### config.mk
export PLATFORM = sky130hd
export DESIGN_NAME = reqack_fifo_stage_flat
export DESIGN_NICKNAME = d
export VERILOG_FILES = /design/src/rtl/reqack_fifo_stage_if.sv /design/src/rtl/reqack_fifo_stage.sv /design/src/flat_wrapper.sv
export SDC_FILE = /design/constraint.sdc
export NUM_CORES = 1
export LEC_CHECK = 0
export CORE_ASPECT_RATIO = 1.5
export CORE_MARGIN = 3
export CORE_UTILIZATION = 50
export DETAILED_ROUTE_END_ITERATION = 16
export HOLD_SLACK_MARGIN = 0.03
export PLACE_DENSITY = 0.73
export SKIP_CTS_REPAIR_TIMING = 1
export SLEW_MARGIN = 20
export SYNTH_ARGS = -nofsm -noshare
export SYNTH_HDL_FRONTEND = slang
export SYNTH_SLANG_ARGS = --single-unit
### constraint.sdc
create_clock -name clk -period 3.5 [get_ports clk]
set_clock_uncertainty 0.15 [all_clocks]
set_input_delay 0.35 -clock clk [delete_from_list [all_inputs] [get_ports clk]]
set_output_delay 0.35 -clock clk [all_outputs]
set_load 0.05 [all_outputs]
### src/rtl/reqack_fifo_stage_if.sv
// Handshake bundle for reqack_fifo_stage.
//   prod_req/prod_ack/prod_dat : upstream four-phase channel (stage acks)
//   cons_req/cons_ack/cons_dat : downstream four-phase channel (stage requests)
//   count                      : FIFO occupancy, 0..DEPTH
// slave  : the stage itself.
// master : the environment around it (producer and consumer).
interface reqack_fifo_stage_if #(
  parameter int DWIDTH = 8,
  parameter int DEPTH  = 4
);
  localparam int AWIDTH = $clog2(DEPTH);

  logic              prod_req;
  logic              prod_ack;
  logic [DWIDTH-1:0] prod_dat;
  logic              cons_req;
  logic              cons_ack;
  logic [DWIDTH-1:0] cons_dat;
  logic [AWIDTH:0]   count;

  modport master (
    output prod_req, prod_dat, cons_ack,
    input  prod_ack, cons_req, cons_dat, count
  );

  modport slave (
    input  prod_req, prod_dat, cons_ack,
    output prod_ack, cons_req, cons_dat, count
  );
endinterface

### src/rtl/reqack_fifo_stage.sv
// Buffered four-phase req/ack pipeline stage.
// The producer is acked as soon as a slot is free; the consumer is fed
// entries in strict FIFO order, one per four-phase cycle. Both incoming
// handshake lines (prod_req, cons_ack) are asynchronous and pass through
// two-flop synchronizers before use.
// Ports:
//   clk  : stage clock
//   rst  : synchronous reset, active-high
//   bus  : reqack_fifo_stage_if.slave (producer/consumer channels + count)
module reqack_fifo_stage #(
  parameter  int DWIDTH = 8,
  parameter  int DEPTH  = 4,
  localparam int AWIDTH = $clog2(DEPTH)
) (
  input  logic                clk,
  input  logic                rst,
  reqack_fifo_stage_if.slave  bus
);

  localparam logic [AWIDTH:0] FULL = (AWIDTH+1)'(DEPTH);

  logic [1:0]        req_pipe, ack_pipe;
  logic              sreq, sack;
  logic [DWIDTH-1:0] mem [DEPTH];
  logic [AWIDTH-1:0] wptr, rptr;
  logic [AWIDTH:0]   cnt;
  logic              prod_ack_q, cons_req_q;
  logic [DWIDTH-1:0] cons_dat_q;
  logic              push, pop;

  assign sreq = req_pipe[1];
  assign sack = ack_pipe[1];

  // One word per producer four-phase cycle: prod_ack must return to 0
  // before another push can be taken. A full FIFO just holds the request.
  assign push = sreq & ~prod_ack_q & (cnt != FULL);
  // The consumer must have returned its ack to zero before the next word.
  assign pop  = ~cons_req_q & ~sack & (cnt != '0);

  always_ff @(posedge clk) begin
    if (rst) begin
      req_pipe   <= '0;
      ack_pipe   <= '0;
      wptr       <= '0;
      rptr       <= '0;
      cnt        <= '0;
      prod_ack_q <= 1'b0;
      cons_req_q <= 1'b0;
      cons_dat_q <= '0;
    end else begin
      req_pipe <= {req_pipe[0], bus.prod_req};
      ack_pipe <= {ack_pipe[0], bus.cons_ack};

      if (push) begin
        wptr       <= wptr + AWIDTH'(1);
        prod_ack_q <= 1'b1;
      end else if (!sreq && prod_ack_q) begin
        prod_ack_q <= 1'b0;
      end

      // Read comes from registered storage, so a word pushed this cycle
      // can only be popped from the next cycle on.
      if (pop) begin
        cons_dat_q <= mem[rptr];
        rptr       <= rptr + AWIDTH'(1);
        cons_req_q <= 1'b1;
      end else if (cons_req_q && sack) begin
        cons_req_q <= 1'b0;
      end

      cnt <= cnt + (AWIDTH+1)'(push) - (AWIDTH+1)'(pop);
    end
  end

  // Storage is not reset; entries become meaningful only through wptr/cnt.
  always_ff @(posedge clk) begin
    if (!rst && push) mem[wptr] <= bus.prod_dat;
  end

  assign bus.prod_ack = prod_ack_q;
  assign bus.cons_req = cons_req_q;
  assign bus.cons_dat = cons_dat_q;
  assign bus.count    = cnt;

endmodule

### src/flat_wrapper.sv
// flat-port wrapper written by rule: the top's interface ports become plain ports
module reqack_fifo_stage_flat 
#(
  parameter  int DWIDTH = 8,
  parameter  int DEPTH  = 4,
  localparam int AWIDTH = $clog2(DEPTH)
)
  (clk, rst, bus_prod_req, bus_prod_dat, bus_cons_ack, bus_prod_ack, bus_cons_req, bus_cons_dat, bus_count);
  reqack_fifo_stage_if #(.DWIDTH(DWIDTH), .DEPTH(DEPTH)) bus_i ();
  input  logic clk;
  input  logic rst;
  input wire logic [$bits(bus_i.prod_req)-1:0] bus_prod_req;
  input wire logic [$bits(bus_i.prod_dat)-1:0] bus_prod_dat;
  input wire logic [$bits(bus_i.cons_ack)-1:0] bus_cons_ack;
  output wire logic [$bits(bus_i.prod_ack)-1:0] bus_prod_ack;
  output wire logic [$bits(bus_i.cons_req)-1:0] bus_cons_req;
  output wire logic [$bits(bus_i.cons_dat)-1:0] bus_cons_dat;
  output wire logic [$bits(bus_i.count)-1:0] bus_count;
  assign bus_i.prod_req = bus_prod_req;
  assign bus_i.prod_dat = bus_prod_dat;
  assign bus_i.cons_ack = bus_cons_ack;
  assign bus_prod_ack = bus_i.prod_ack;
  assign bus_cons_req = bus_i.cons_req;
  assign bus_cons_dat = bus_i.cons_dat;
  assign bus_count = bus_i.count;
  reqack_fifo_stage #(.DWIDTH(DWIDTH), .DEPTH(DEPTH)) u_core (.clk(clk), .rst(rst), .bus(bus_i));
endmodule
## Word level (Yosys, flattened, before mapping)

Memories as Yosys holds them, arrays and structs flattened. A register that Yosys moved wholly into a read port is not among the register bits.
Index checks and enable logic that the tools add are counted.

- Flip-flop bits (word level): 13
- Memories: 1
- RAM bits: 32

Memories:

| name | depth | bits a word | read ports | clocked after Yosys merged registers in | wr ports | RTL line | source |
|---|---|---|---|---|---|---|---|
| u_core.mem | 4 | 8 | 1 | 1 | 1 | reqack_fifo_stage.sv:24 | `logic [DWIDTH-1:0] mem [DEPTH];` |

- Equality and inequality tests: 1
- Add/subtract/negate cells: 4
- Reductions and logical operators: 8
- Bitwise gates (word level): 7
- Multiplexer cells: 6

Operators by type and width:

| kind | number |
|---|---|
| two-way mux 1 bit | 6 |
| adder 2 x 1 -> 2 bit (second input constant) | 2 |
| AND 1 bit | 4 |
| nonzero test 2 bit | 2 |
| adder 3 x 1 -> 3 bit | 1 |
| logical AND 1 bit | 3 |
| != test 3 bit (second input constant) | 1 |
| NOT 1 bit | 3 |
| nonzero test 3 bit | 1 |
| subtractor 3 x 1 -> 3 bit | 1 |
| zero test 1 bit | 2 |

## Longest topological paths before layout

- Depth after elaboration: 6
- Depth in mapped cells: 11
- Gate-level depth less buffers: 10

## Least setup slack after synthesis

No wires, ideal clock.

- Path kind: reg-to-reg
- From: reg u_core.cons_req_q (netlist: u_core.bus.cons_req)
- To: reg u_core.cnt[2] (netlist: u_core.bus.count[2])
- Stages on the path, launching flop included: 12
- Clock period less this slack: 2.682 ns
- Arrival time: 2.454 ns
- Setup slack: 0.818 ns
- Path through: dfxtp_1 or2_2 clkbuf_1 nor2_1 ha_1 inv_1 ha_1 inv_1 fa_1 xor2_1 and2_2 nor3_1

- Cells in the longest elaborated chain, start to end: 4

RTL lines:

| what | RTL line | source |
|---|---|---|
| from (decl) | reqack_fifo_stage.sv:27 | `logic prod_ack_q, cons_req_q;` |
| from (signal assigned) | reqack_fifo_stage.sv:48 | `cons_req_q <= 1'b0;` |
| from (signal assigned) | reqack_fifo_stage.sv:66 | `cons_req_q <= 1'b1;` |
| from (signal assigned) | reqack_fifo_stage.sv:68 | `cons_req_q <= 1'b0;` |
| NOT 1 bit | reqack_fifo_stage.sv:38 | `assign pop = ~cons_req_q & ~sack & (cnt != '0);` |
| AND 1 bit (2 in a row) | reqack_fifo_stage.sv:38 |  |
| via u_core.pop | reqack_fifo_stage.sv:29 | `logic push, pop;` |
| subtractor 3 x 1 -> 3 bit | reqack_fifo_stage.sv:71 | `cnt <= cnt + (AWIDTH+1)'(push) - (AWIDTH+1)'(pop);` |
| to (signal assigned) | reqack_fifo_stage.sv:71 |  |
| to (decl) | reqack_fifo_stage.sv:26 | `logic [AWIDTH:0] cnt;` |

The timed path passes the listed nets, and every way through them passes these cells.
A chain may end at the register's enable or synchronous reset.

## Worst setup path after layout

Same ends and word-level chain as after synthesis.

==> impl_metrics.py <==
metrics = {
    "critical_path": {
        "critPathMaxStageDelay_ps": 380,
        "endpoint_kind": "register",
        "critical_path_arrival_ps": 2530,
        "worst-path-buf-inv": 2,
        "crit_fanout": 11,
        "path_cells": "or2_2 -> nor2_1 -> ha_1 -> inv_1 -> ha_1 -> inv_1 -> fa_1 -> xor2_1 -> and2_2 -> nor3_1",
        "timing.critical_path.slowest_stage_cell": "or2_2",
        "start_kind": "register",
        "criticalPathCategory": "reg2reg",
        "worstPathRequired_ps": 3570,
        "critPathTopFamily": "simple AND/OR/NAND/NOR gates",
    },
    "sta": {
        "fin_setup_tns_ps": 0,
        "rsz0062_at_grt": "no",
        "finalMaxSlewViolations": 0,
        "hold_viol_final": 0,
        "finalCriticalPeriod_ps": 2460,
        "setup_violations": 0,
        "slew_headroom": 0.561,
        "fmax_mhz": 407,
        "worstMarginPinSlew_ps": 657,
        "fin_crit_sh": 0.703,
    },
    "yosys": {
        "synthCells": 144,
        "yosysWarnings": 0,
        "ys_async_sr_fraction": 0,
        "synth_top_area_cell": "edfxtp_1",
        "synthFlopType": "edfxtp_1",
        "synth_edf_count": 32,
        "synth_cell_types": 29,
        "synth-seq-cells": 53,
        "synth_top_area_frac": 0.460,
        "syn_area_um2": 2090,
        "synth_nets": 163,
        "synth.most_common_cell": "edfxtp_1",
        "ys_top_cells_by_area": "edfxtp_1 46%, dfxtp_1 20%, mux4_2 8.6%",
        "ys_seq_area_frac": 0.661,
        "avgSynthCellArea_um2": 14.5,
        "synth_commonest_cells": "32 x edfxtp_1, 21 x dfxtp_1, 10 x a21oi_1",
    },
    "floorplan": {
        "ios": 25,
        "core_area_um2": 3990,
        "start_util": 0.523,
        "dieWidth_um": 58.8,
        "die_h_um": 85.2,
        "fp-row-count": 28,
        "dieArea_um2": 5010,
    },
    "final_layout": {
        "diodes": 0,
        "drive_gt1_frac": 0.140,
        "area_growth_syn_to_layout_pct": 17.3,
        "n_fill_cell": 323,
        "fin_nets": 189,
        "stdcell_count": 216,
        "seq_area_um2": 1380,
        "multi_input_area_um2": 638,
    },
    "power": {
        "powerDensity_nw_per_um2": 729,
        "ir_worst_vdd_v": 0.000528,
        "p_leak_nw": 0.832,
    },
    "clocking": {
        "clk_path_buf_depth": 2,
        "ctsRootBufferMaster": "clkbuf_8",
        "cts_tree": "yes",
        "clk_latency_ps": 300,
        "clkSinkCount": 53,
        "cts-htree-levels": 2,
        "cts_buffers": 5,
        "clkTransAtPathRegs_ps": 90,
    },
    "routing": {
        "routed_wl_mm": 3.42,
        "postRouteAntennaNets": 0,
        "viasPerCell": 5.51,
        "dr.pass1.iters": 4,
        "vias": 1191,
        "wl_per_cell_um": 15.8,
        "drt_iter0_drc": 42,
        "drc": 0,
    },
    "place": {
        "gp_congestion": 0.780,
        "dp_hpwl_mm": 2.54,
        "place_inst": 208,
        "io_buffers": 24,
    },
    "status": {
        "status": "finished clean",
    },
    "worst_hold_path": {
        "hp-class": "reg2reg",
    },
    "global_routing": {
        "grt_pass1_vias": 1236,
        "grt_usage": 0.150,
        "grt_max_degree": 25,
        "overflow": 0,
        "grt_pass1_wl_mm": 5.61,
        "antenna_found_initial": 0,
    },
    "run": {
        "maxCapViolCount": 0,
    },
}
==> metrics by stage <==
step | hold slack (ps) | setup slack [ps] | total power, mW | area (um2) | util
CTS | 293 | 1010 | 1.81 | 2450 | 0.614
global placement | 267 | 1110 | 1.44 | 2360 | 0.590
floorplan | 264 | 818 | 1.30 | 2090 | -
finish | 291 | 1040 | 1.79 | 2450 | 0.614
detailed placement | 272 | 1030 | 1.47 | 2360 | 0.590
global route | 313 | 817 | 1.89 | 2450 | 0.614
==> sequential cells by signal, summed over array words and instances, names as in the netlist <==
name                 cells
u_core.ack_pipe          2
u_core.wptr              2
u_core.rptr              2
u_core.bus.cons_req      1
u_core.bus.cons_dat      8
u_core.bus.count         3
u_core.req_pipe          2
u_core.mem              32
u_core.bus.prod_ack      1
==> area by class of cell <==
class / instances / area share
clock buffer: 5 / 0.0281
inverter: 7 / 0.0107
sequential: 53 / 0.564
multi-input combinational: 77 / 0.260
timing repair buffer: 26 / 0.104
clock inverter: 3 / 0.0102
tap: 45 / 0.0230
==> worst register-to-register path, cell delays in order (launching register included) <==
cell and delay, ps:
dfxtp_1 350, or2_2 380, nor2_1 160, ha_1 250, inv_1 60, ha_1 130
inv_1 50, fa_1 380, xor2_1 160, and2_2 200, nor3_1 120
==> path summary, 6_finish.rpt <==
| check | start | to | slack [ps] | depth (start not counted) |
|---|---|---|---|---|
| worst max register to register | u_core.bus.cons_req$_SDFFE_PP0P_ | u_core.bus.count[2]$_SDFF_PP0_ | 1040 | 10 |
| worst max-delay path | u_core.bus.cons_req$_SDFFE_PP0P_ | u_core.bus.count[2]$_SDFF_PP0_ | 1040 | 10 |
| worst min-delay path | u_core.req_pipe[0]$_SDFF_PP0_ | u_core.req_pipe[1]$_SDFF_PP0_ | 290 | 1 |
| worst min register to register | u_core.req_pipe[0]$_SDFF_PP0_ | u_core.req_pipe[1]$_SDFF_PP0_ | 290 | 1 |
==> power by group <==
part	total, mW	switching, mW	internal, mW
Combinational	0.637	0.374	0.262
Clock	0.343	0.198	0.145
Sequential	0.808	0.0810	0.727
Total	1.79	0.654	1.13
==> per-layer routing <==
| layer | vias up | track usage | part of all wire |
|---|---|---|---|
| li1 | 580 | - | - |
| met1 | 581 | 0.168 | 0.41 |
| met2 | 25 | 0.264 | 0.55 |
| met3 | 5 | 0.0396 | 0.033 |
| met4 | 0 | 0.0577 | 0.012 |
| met5 | - | 0 | 0 |
==> layout by cell type (no fill, tap or decap) <==
cell / instances
nor3_1: 4
or2_2: 1
nand2b_1: 3
ha_1: 6
edfxtp_1: 32
fa_1: 1
a21oi_1: 10
clkbuf_8: 5
inv_6: 1
and2_1: 4
nor2_1: 7
a31o_1: 1
clkdlybuf4s50_1: 24
mux2_2: 1
nand3_1: 8
o21ai_0: 9
mux4_2: 8
nor2_2: 1
nor3b_1: 1
inv_1: 7
and2_2: 1
clkinv_4: 1
or3_1: 2
nor2b_1: 5
xor2_1: 1
mux2i_1: 1
buf_4: 2
a311oi_2: 1
nor3b_2: 1
clkinvlp_4: 1
dfxtp_1: 21
==> cells by family after synthesis <==
group	after synthesis	share of synthesized area
AO/OA/AOI/OAI	21	0.0569
XOR/XNOR	1	0.00419
adder cells (fa/ha/maj)	7	0.0455
buffers and inverters	14	0.0335
flip-flops	53	0.661
multiplexers	10	0.0964
AND/OR/NAND/NOR	38	0.102
(Power assumes the default switching activity.)
